<file path="src/rtl/logic_unit_pkg.sv">
// Shared encodings for the logic unit: operation codes and FSM states.
package logic_unit_pkg;

  typedef enum logic [1:0] {
    OP_OR  = 2'b00,
    OP_AND = 2'b01,
    OP_XOR = 2'b10,
    OP_NOR = 2'b11
  } op_e;

  typedef enum logic [1:0] {
    ST_IDLE  = 2'b00,
    ST_ACCUM = 2'b01,
    ST_HOLD  = 2'b10
  } state_e;

endpackage

</file>
<file path="src/rtl/logic_op.sv">
// Combinational bitwise operator shared by first and accumulating beats.
import logic_unit_pkg::*;

module logic_op #(
  parameter int WIDTH = 8
) (
  input  op_e              op,
  input  logic [WIDTH-1:0] a,
  input  logic [WIDTH-1:0] b,
  output logic [WIDTH-1:0] y
);

  always_comb begin
    y = '0;
    unique case (op)
      OP_OR:   y = a | b;
      OP_AND:  y = a & b;
      OP_XOR:  y = a ^ b;
      OP_NOR:  y = ~(a | b);
      default: y = '0;
    endcase
  end

endmodule

</file>
<file path="src/rtl/logic_unit.sv">
// Bitwise logic unit with optional multi-beat accumulation and a one-entry result hold.
// Handshake: a beat moves when in_valid && in_ready; a result moves when out_valid && out_ready.
import logic_unit_pkg::*;

module logic_unit #(
  parameter int WIDTH  = 8,
  parameter int ACC_EN = 1
) (
  input  logic             clk,
  input  logic             reset,
  input  logic             in_valid,
  output logic             in_ready,
  input  logic [WIDTH-1:0] operand1,
  input  logic [WIDTH-1:0] operand2,
  input  logic [1:0]       op,
  input  logic             select,
  input  logic             accumulate,
  input  logic             last,
  output logic             out_valid,
  input  logic             out_ready,
  output logic [WIDTH-1:0] result,
  output logic             zero,
  output logic             parity,
  output logic [1:0]       dbg_state
);

  state_e           state_q;
  op_e              op_q;
  logic [WIDTH-1:0] acc_q;
  logic [WIDTH-1:0] result_q;
  logic             zero_q;
  logic             parity_q;

  logic             beat;
  logic             first_beat;
  logic             acc_mode;
  logic             completes;
  op_e              op_d;
  logic [WIDTH-1:0] a_d;
  logic [WIDTH-1:0] acc_d;
  logic [WIDTH-1:0] result_d;

  // A HOLD slot frees up in the same cycle it drains, giving one op per cycle.
  assign in_ready   = (state_q != ST_HOLD) || out_ready;
  assign beat       = in_valid && in_ready;
  assign first_beat = (state_q != ST_ACCUM);
  assign acc_mode   = (ACC_EN != 0) && accumulate;
  assign completes  = first_beat ? (!acc_mode || last) : last;

  assign op_d = first_beat ? op_e'(op) : op_q;
  assign a_d  = first_beat ? operand1 : acc_q;

  logic_op #(.WIDTH(WIDTH)) u_logic_op (
    .op (op_d),
    .a  (a_d),
    .b  (operand2),
    .y  (acc_d)
  );

  assign result_d = select ? acc_d : '0;

  always_ff @(posedge clk) begin
    if (reset) begin
      state_q  <= ST_IDLE;
      op_q     <= OP_OR;
      acc_q    <= '0;
      result_q <= '0;
      zero_q   <= 1'b1;
      parity_q <= 1'b0;
    end else if (beat) begin
      acc_q <= acc_d;
      if (first_beat) op_q <= op_e'(op);
      if (completes) begin
        state_q  <= ST_HOLD;
        result_q <= result_d;
        zero_q   <= ~|result_d;
        parity_q <= ^result_d;
      end else begin
        state_q <= ST_ACCUM;
      end
    end else if (state_q == ST_HOLD && out_ready) begin
      state_q <= ST_IDLE;
    end
  end

  assign out_valid = (state_q == ST_HOLD);
  assign result    = result_q;
  assign zero      = zero_q;
  assign parity    = parity_q;
  assign dbg_state = state_q;

endmodule

</file>
<file path="config.mk">
export PLATFORM = sky130hd
export DESIGN_NAME = logic_unit
export DESIGN_NICKNAME = d
export VERILOG_FILES = /design/src/rtl/logic_unit_pkg.sv /design/src/rtl/logic_op.sv /design/src/rtl/logic_unit.sv
export SDC_FILE = /design/constraint.sdc
export NUM_CORES = 1
export LEC_CHECK = 0
export ABC_AREA = 0
export BUFFER_PORTS_ARGS = -buffer_cell sky130_fd_sc_hd__buf_2
export CAP_MARGIN = 20
export CORE_MARGIN = 2
export CORE_UTILIZATION = 35
export CTS_CLUSTER_DIAMETER = 30
export CTS_CLUSTER_SIZE = 30
export DETAILED_ROUTE_END_ITERATION = 7
export PLACE_DENSITY = 0.63
export SLEW_MARGIN = 20
export SYNTH_ARGS = -nofsm -noshare
export SYNTH_HDL_FRONTEND = slang
export SYNTH_SLANG_ARGS = --single-unit
</file>
<file path="constraint.sdc">
create_clock -name clk -period 3.4 [get_ports clk]
set_input_delay 0 -clock clk [delete_from_list [all_inputs] [get_ports clk]]
set_output_delay 0 -clock clk [all_outputs]
set_load 0.01 [all_outputs]
</file>
Yosys cells after proc, flatten, opt, wreduce, memory -nomap -nowiden --
Cells that the tools add are included.
Word-level totals: bits in registers 22, word-level logic and storage cells 35, input bits 25
Operators by class: reductions and logical operators 11, muxes and demuxes 8, bitwise operators 4, eq/ne operators 6
Operator list (count):
- $pmux 8 s4 | 1
- $mux 8 | 2
- $and 8x8->8 | 1
- $mux 2 | 4
- $not 8->8 | 1
- $or 8x8->8 | 1
- $reduce_or 8->1 | 1
- $reduce_xor 8->1 | 1
- $xor 8x8->8 | 1
- $eq 2x2->1 const B | 3
- $eq 2x1->1 const B | 1
- $logic_and 1x1->1 | 2
- $logic_not 1->1 | 2
- $logic_not 2->1 | 1
- $logic_or 1x1->1 | 2
- $ne 2x1->1 const B | 1
- $ne 2x2->1 const B | 1
- $reduce_and 2->1 | 1
- $reduce_bool 2->1 | 1
- $mux 1 | 1

Depth between registers and ports, before layout --
Gate-level depths: netlist of the first run.
word-level depth 8, depth in mapped cells 13, gate-level depth less buffers 12

Hierarchy --
Synthesis of the first run repeated with hierarchy kept, for this count alone.
Second synthesis, totals: cell total of the unflattened synthesis 205, area total of the unflattened synthesis 1674.1 sq um
Modules (own cells, without submodules):
- logic_unit | area each 1119.8 sq um, cells each 128, times used 1
- logic_op | area each 554.3 sq um, cells each 77, times used 1

Worst setup path before layout of the first run --
Ideal clock, no wire load.
kind register to register, start register state_q[1] (netlist: dbg_state[1]), end register parity_q (netlist: parity), setup slack 847 ps, arrival 2425 ps, clock period less this slack 2553 ps, cell stages (with the launch flop) 14, path buffers 1, cells stage by stage dfxtp_1 nand2b_4 buf_8 mux2_2 inv_1 ha_1 mux2i_1 o221ai_2 nand2_1 ha_1 xor2_1 xnor2_1 mux2i_1 nor2_1
Between the ends: cells in the longest elaborated chain, start to end 7
Ends and longest elaborated chain:
- start: declaration | RTL line logic_unit.sv:27 | state_e state_q;
- start signal: assignment | RTL line logic_unit.sv:64 | state_q <= ST_IDLE;
- start signal: assignment | RTL line logic_unit.sv:74 | state_q <= ST_HOLD;
- start signal: assignment | RTL line logic_unit.sv:79 | state_q <= ST_ACCUM;
- $ne 2x1->1 | RTL line logic_unit.sv:46 | assign first_beat = (state_q != ST_ACCUM);
- $mux 8 | RTL line logic_unit.sv:51 | assign a_d = first_beat ? operand1 : acc_q;
- $or 8x8->8 | RTL line logic_op.sv:16, logic_op.sv:19
- $not 8->8 | RTL line logic_op.sv:19 | OP_NOR: y = ~(a | b);
- $pmux 8 s4 | RTL line logic_op.sv:15 | unique case (op)
- $mux 8 | RTL line logic_unit.sv:60 | assign result_d = select ? acc_d : '0;
- $reduce_xor 8->1 | RTL line logic_unit.sv:77 | parity_q <= ^result_d;
- end signal: assignment | RTL line logic_unit.sv:77
- end: declaration | RTL line logic_unit.sv:32 | logic parity_q;
Parallel ways exist; a longest one is shown, timed or not. A chain may end at the register's enable or synchronous reset.

Worst setup path after layout of the first run --
Same ends and word-level chain as after synthesis.

==> impl_metrics.env, run 1 <==
export IMPL_netlist_area_um2=1760
export IMPL_slew_headroom=0.511
export IMPL_status="finished, final reports clean"
export IMPL_crit_slowest_cell="dfxtp_1"
export IMPL_total_power_mw=0.768
export IMPL_n_antenna_cell=0
export IMPL_crit_fanout=13
export IMPL_netlist_instances=184
export IMPL_drive_gt1_frac=0.327
export IMPL_ctsHoldBuffers=0
export IMPL_fin_crit_sh=0.795
export IMPL_port_buffers=38
export IMPL_die_area_um2=5610
export IMPL_area_growth_pct=14.2
export IMPL_detail_route_antenna_nets=0
export IMPL_cts_tree="yes"
export IMPL_maxSlewViolCount=0
export IMPL_synth_avg_cell_area_um2=9.56
export IMPL_drv_cap=0
export IMPL_power_leakage_nw=0.948
export IMPL_pin_count=39
export IMPL_path_clk_slew_ns=0.08
export IMPL_ys_warn_count=0
export IMPL_worst_pin_slew_ns=0.732
export IMPL_grt_max_degree=16
export IMPL_insertion_delay_ns=0.27
export IMPL_grt_pass1_vias=1368
export IMPL_wl_mm=3.84
export IMPL_num_rows=25
export IMPL_hold_path_class="input port to flip-flop"
export IMPL_cts_sinks=22
export IMPL_routed_via_density=4.92
export IMPL_min_delay_start="out_ready"
export IMPL_min_to="dbg_state[1]$_SDFFE_PP0P_"
export IMPL_min_period_ns=2.70
export IMPL_cts_max_level=1
export IMPL_cts_resized_gates=0
export IMPL_grt_overflow_total=0
export IMPL_dp_hpwl_mm=2.92
export IMPL_vdd_drop_max_uv=193
export IMPL_critPathMaxStageDelay_ns=0.39
export IMPL_reg2reg_slack_ns=0.70
export IMPL_skew_ns=0.00404
export IMPL_drt_iter0_drc=38
export IMPL_cp_buffers_inverters=1
export IMPL_antenna_found_initial=0
export IMPL_timing_rr_start="dbg_state[1]$_SDFFE_PP0P_"
export IMPL_cp_required_ns=3.55
export IMPL_powerDensity_nw_per_um2=382
export IMPL_path_cells="nand2b_4 > mux2_2 > inv_1 > ha_1 > mux2i_1 > o221ai_2 > nand2_1 > ha_1 > xor2_1 > xnor2_1 > mux2i_1 > nor2_1"
export IMPL_grt_pass1_wl_mm=6.45
export IMPL_rr_worst_depth=12
export IMPL_ctsLongestPathBuffers=2
export IMPL_drtPass1Iterations=4
export IMPL_ys_types=33
export IMPL_cts_setup_buffers=0
export IMPL_wl_per_cell_um=13.5
export IMPL_grt_setup_unrepaired="false"
export IMPL_clock_fmax_mhz=370
export IMPL_cts_root_buffer="clkbuf_8"
export IMPL_start_util=0.368
export IMPL_min_path_cells=4
export IMPL_reg2reg_to="parity$_SDFFE_PP0P_"
export IMPL_ys_seq_area_frac=0.250
export IMPL_crit_type="flip-flop to flip-flop"
export IMPL_layout_nets=263
export IMPL_finalHoldViolCount=0
export IMPL_worstSetupStartpointType="flip-flop"
export IMPL_num_fill_cells=493
export IMPL_synth_seq_cells=22
export IMPL_die_h_um=74.9
export IMPL_cts_made_buffers=3
export IMPL_setup_tns_ns=0
export IMPL_dr_total_vias=1398
export IMPL_worstPathArrival_ns=2.85
export IMPL_crit_family="multiplexers"
export IMPL_fp_dieW_um=74.9
export IMPL_end_kind="flip-flop"
export IMPL_syn_nets=229
export IMPL_grt_usage=0.152
export IMPL_setup_viol=0
export IMPL_gp_congestion=0.749
export IMPL_core_area_um2=4790
export IMPL_drc=0
==> flip-flops by register name, indices dropped and copies added (netlist names) <==
name / count
acc_q: 8
dbg_state: 2
zero: 1
parity: 1
result: 8
op_q: 2
==> how the worst max path moves through the flow <==
stage                               from                   to  slack (ns)  depth (start not counted)
5_1_grt        dbg_state[1]$_SDFFE_PP0P_  parity$_SDFFE_PP0P_        0.42                         12
4_1_cts        dbg_state[1]$_SDFFE_PP0P_  parity$_SDFFE_PP0P_        0.67                         12
3_5_place_dp   dbg_state[1]$_SDFFE_PP0P_  parity$_SDFFE_PP0P_        0.67                         12
3_3_place_gp   dbg_state[1]$_SDFFE_PP0P_  parity$_SDFFE_PP0P_        0.75                         12
2_1_floorplan  dbg_state[1]$_SDFFE_PP0P_  parity$_SDFFE_PP0P_        0.85                         13
6_report       dbg_state[1]$_SDFFE_PP0P_  parity$_SDFFE_PP0P_        0.70                         12
==> power by group <==
group,leakage [nW],internal [mW],switching [mW]
Combinational,0.738,0.130,0.152
Sequential,0.181,0.281,0.0150
Clock,0.0288,0.103,0.0863
Total,0.948,0.514,0.254
==> cell type report <==
| cell class | instances | area [um^2] | area share |
|---|---|---|---|
| inverters | 24 | 90.1 | 0.0448 |
| flip-flops and latches | 22 | 440 | 0.219 |
| multi-input cells | 129 | 1150 | 0.572 |
| well taps | 67 | 83.8 | 0.0417 |
| repair buffers | 38 | 190 | 0.0946 |
| clock buffers | 4 | 55.1 | 0.0274 |
==> Yosys cell counts <==
cell | n | area, um^2
nand2b_4 | 1 | 13.8
mux2i_4 | 2 | 45.0
o211ai_1 | 4 | 30.0
o211ai_2 | 4 | 50.1
inv_1 | 24 | 90.1
a211oi_1 | 2 | 15.0
a22o_1 | 8 | 70.1
nor2b_1 | 2 | 12.5
mux2_4 | 2 | 30.0
or3b_4 | 1 | 11.3
and2_4 | 1 | 8.76
nand2_1 | 10 | 37.5
and2b_1 | 1 | 7.51
xor2_1 | 1 | 8.76
dfxtp_1 | 22 | 440
nor3b_2 | 1 | 12.5
mux2i_1 | 10 | 100
o21a_1 | 9 | 67.6
a21oi_1 | 1 | 5.00
nand4_1 | 1 | 6.26
buf_6 | 4 | 45.0
clkbuf_1 | 2 | 7.51
o221ai_2 | 8 | 120
buf_8 | 1 | 15.0
nor2_1 | 20 | 75.1
ha_1 | 20 | 250
xnor2_1 | 2 | 17.5
mux2_2 | 8 | 90.1
o21ai_4 | 1 | 16.3
buf_1 | 1 | 3.75
a211o_1 | 1 | 8.76
o21ai_1 | 8 | 40.0
buf_4 | 1 | 7.51
==> cell families (layout without fill, tap and decap cells) <==
group | Yosys count | after routing | synth area share
buffers and inverters | 33 | 66 | 0.0960
AO/OA/AOI/OAI | 46 | 46 | 0.240
multiplexers | 22 | 22 | 0.151
flip-flops | 22 | 22 | 0.250
XOR/XNOR | 3 | 3 | 0.0149
adder cells (fa/ha/maj) | 20 | 20 | 0.142
AND/OR/NAND/NOR | 38 | 38 | 0.105
==> layer usage <==
layer,wire (um),track usage,share of wire,vias up
li1,-,-,-,709
met1,1750,0.194,0.45,655
met2,1880,0.260,0.49,29
met3,178,0.0375,0.046,5
met4,40,0.0357,0.010,0
met5,0,0,0,-
==> metrics by stage <==
step,utilization,setup slack (ns),hold slack [ns],cell area (um^2),cells
after floorplan,-,0.847,0.120,1760,184
after global placement,0.408,0.752,0.335,1950,280
after detailed placement,0.408,0.669,0.336,1950,280
after CTS,0.420,0.665,0.0504,2010,284
after global routing,0.420,0.420,0.0780,2010,284
final,0.420,0.695,0.0516,2010,284
==> cells in the final DEF, fill, tap and decap left out, types with 9 or more instances in the layout <==
master   Yosys  routed
ha_1        20      20
buf_2        0      38
dfxtp_1     22      22
nand2_1     10      10
inv_1       24      24
nor2_1      20      20
mux2i_1     10      10
o21a_1       9       9
==> worst min-delay path: stages <==
cell	delay, ns
buf_2	0.09
mux2i_1	0.06
nand2_1	0.06
a21oi_1	0.06
Power figures use the tool's default switching activity.
==> run 2: changes to the inputs <==
--- a/config.mk
+++ b/config.mk
@@ -13,7 +13,7 @@
 export CTS_CLUSTER_DIAMETER = 30
 export CTS_CLUSTER_SIZE = 30
 export DETAILED_ROUTE_END_ITERATION = 7
-export PLACE_DENSITY = 0.63
+export PLACE_DENSITY = 0.65
 export SLEW_MARGIN = 20
 export SYNTH_ARGS = -nofsm -noshare
 export SYNTH_HDL_FRONTEND = slang
==> constraint.sdc (replaced) <==
create_clock -name clk -period 2.3 [get_ports clk]
set_input_delay 0 -clock clk [delete_from_list [all_inputs] [get_ports clk]]
set_output_delay 0 -clock clk [all_outputs]
set_load 0.01 [all_outputs]
==> run 2 against run 1 <==
  * The flow now finishes with violations (negative setup slack)
  * First-iteration DRC count grew to 3.1 times the previous value
  * Worst setup slack lost 0.83 ns
  * Count of clock-buffer cells in the layout did not move
  * Die area is the same
  * Global-route usage rose by 1.0 points
  * Wire length increased by 21%
  * Register-to-register slack lost 0.83 ns
  * Sequential share of layout area down 4.3 points
  * Critical path depth grew 1
  * Non-clock buffer count increased by 35
  * Via count rose by 14%
  * Sequential cell count is the same
  * Critical path type unchanged
  * Largest power group is now combinational cells
==> impl_metrics.env, run 2 (same netlist as run 1, synthesis figures left out) <==
export IMPL_drc=0
export IMPL_timing_rr_start="dbg_state[1]$_SDFFE_PP0P_"
export IMPL_dp_hpwl_mm=3.30
export IMPL_critPathMaxStageDelay_ns=0.32
export IMPL_ctsHoldBuffers=0
export IMPL_dp_cells=304
export IMPL_drive_gt1_frac=0.514
export IMPL_area_growth_pct=43.0
export IMPL_crit_slowest_cell="dfxtp_2"
export IMPL_routed_via_density=4.97
export IMPL_hold_path_class="input port to flip-flop"
export IMPL_total_power_mw=1.34
export IMPL_worst_pin_slew_ns=0.385
export IMPL_die_h_um=74.9
export IMPL_grt_overflow_total=0
export IMPL_path_clk_slew_ns=0.08
export IMPL_setup_tns_ns=-0.136
export IMPL_vdd_drop_max_uv=385
export IMPL_cts_root_buffer="clkbuf_8"
export IMPL_insertion_delay_ns=0.27
export IMPL_maxSlewViolCount=0
export IMPL_reg2reg_slack_ns=-0.13
export IMPL_clock_fmax_mhz=411
export IMPL_path_cells="nand2b_4 > buf_12 > mux2_4 > inv_2 > ha_4 > mux2i_1 > o221ai_2 > nand2_1 > ha_4 > xnor2_2 > xnor2_1 > mux2i_1 > nor2_1"
export IMPL_grt_pass1_vias=1491
export IMPL_reg2reg_to="parity$_SDFFE_PP0P_"
export IMPL_start_util=0.368
export IMPL_fin_area_um2=2520
export IMPL_cts_max_level=1
export IMPL_grt_pass1_wl_mm=7.02
export IMPL_setup_slack_ns=-0.131
export IMPL_min_delay_start="out_ready"
export IMPL_min_period_ns=2.43
export IMPL_power_leakage_nw=1.19
export IMPL_mostFrequentLayoutCells="buf_2, buf_4, nor2_1, dfxtp_1, inv_1"
export IMPL_cts_made_buffers=3
export IMPL_drv_cap=0
export IMPL_hold_ws_ns=0.0260
export IMPL_worstSetupStartpoint="dbg_state[1]$_SDFFE_PP0P_"
export IMPL_violations="negative setup slack"
export IMPL_seq_area_um2=443
export IMPL_num_rows=25
export IMPL_port_buffers=38
export IMPL_final_cells=320
export IMPL_layout_nets=299
export IMPL_power_clock_fraction=0.211
export IMPL_crit_type="flip-flop to flip-flop"
export IMPL_drt_iter0_drc=117
export IMPL_rr_worst_depth=13
export IMPL_final_common_cell="buf_2"
export IMPL_slew_headroom=0.743
export IMPL_internal_power_mw=0.902
export IMPL_p_switching_mw=0.440
export IMPL_ctsLongestPathBuffers=2
export IMPL_placed_area_um2=2280
export IMPL_crit_fanout=5
export IMPL_finalHoldViolCount=0
export IMPL_skew_ns=0.00294
export IMPL_core_area_um2=4790
export IMPL_status="finished, violations left"
export IMPL_grt_setup_unrepaired="true"
export IMPL_cp_required_ns=2.45
export IMPL_comb_power_share=0.462
export IMPL_finalCoreUtilization=0.526
export IMPL_n_antenna_cell=0
export IMPL_min_path_cells=4
export IMPL_fin_crit_sh=1.06
export IMPL_wl_mm=4.64
export IMPL_worstSetupStartpointType="flip-flop"
export IMPL_die_area_um2=5610
export IMPL_end_kind="flip-flop"
export IMPL_num_fill_cells=442
export IMPL_dr_total_vias=1590
export IMPL_cts_tree="yes"
export IMPL_worstPathArrival_ns=2.58
export IMPL_wl_per_cell_um=14.5
export IMPL_cts_sinks=22
export IMPL_crit_family="multiplexers"
export IMPL_grt_usage=0.163
export IMPL_drtPass1Iterations=4
export IMPL_min_to="dbg_state[1]$_SDFFE_PP0P_"
export IMPL_fp_dieW_um=74.9
export IMPL_gp_congestion=0.750
export IMPL_cp_buffers_inverters=2
export IMPL_multi_input_area_um2=1330
export IMPL_p_seq_frac=0.327
export IMPL_swShare=0.328
export IMPL_antenna_found_initial=0
export IMPL_powerDensity_nw_per_um2=534
export IMPL_dp_slack_ns=-0.0956
export IMPL_pin_count=39
export IMPL_setup_viol=2
export IMPL_detail_route_antenna_nets=0
export IMPL_grt_max_degree=16
[run 2: area by class of cell]
cell class,instances,area share
multi-input combinational,130,0.529
sequential,22,0.176
inverter,24,0.0358
clock buffer,4,0.0219
timing repair buffer,73,0.204
tap,67,0.0333
[run 2: power groups by stage]
| stage | Sequential [mW] | Combinational [mW] | Clock [mW] |
|---|---|---|---|
| finish | 0.439 | 0.620 | 0.283 |
| global route | 0.443 | 0.677 | 0.305 |
| CTS | 0.438 | 0.579 | 0.291 |
| detailed placement | 0.447 | 0.536 | 0 |
| global placement | 0.447 | 0.528 | 0 |
| floorplan | 0.453 | 0.366 | 0 |
[run 2: worst register-to-register path: stages, from the launching register on]
cell and delay, ns:
dfxtp_2 0.32, nand2b_4 0.16, buf_12 0.15, mux2_4 0.30, inv_2 0.06, ha_4 0.13
mux2i_1 0.22, o221ai_2 0.13, nand2_1 0.16, ha_4 0.24, xnor2_2 0.14, xnor2_1 0.13
mux2i_1 0.12, nor2_1 0.05
[run 2: repair_timing]
item                                    4_1_cts  5_1_grt
gates resized for setup                       7        4
pin swaps                                    13        8
endpoints found under the setup margin        1        2
cloned                                        1        1
setup buffers                                 7        3
[run 2: how the worst max path moves through the flow]
stage	end	cells after the start
2_1_floorplan	parity$_SDFFE_PP0P_	13
3_3_place_gp	parity$_SDFFE_PP0P_	13
3_5_place_dp	parity$_SDFFE_PP0P_	13
4_1_cts	parity$_SDFFE_PP0P_	13
5_1_grt	parity$_SDFFE_PP0P_	13
6_report	parity$_SDFFE_PP0P_	13
[run 2: metal layers]
layer / up-vias / wire length, um / track usage
met5: - / 0 / 0
met4: 0 / 8 / 0.0179
met3: 2 / 284 / 0.0348
met2: 47 / 2150 / 0.264
met1: 753 / 2200 / 0.230
li1: 788 / - / -
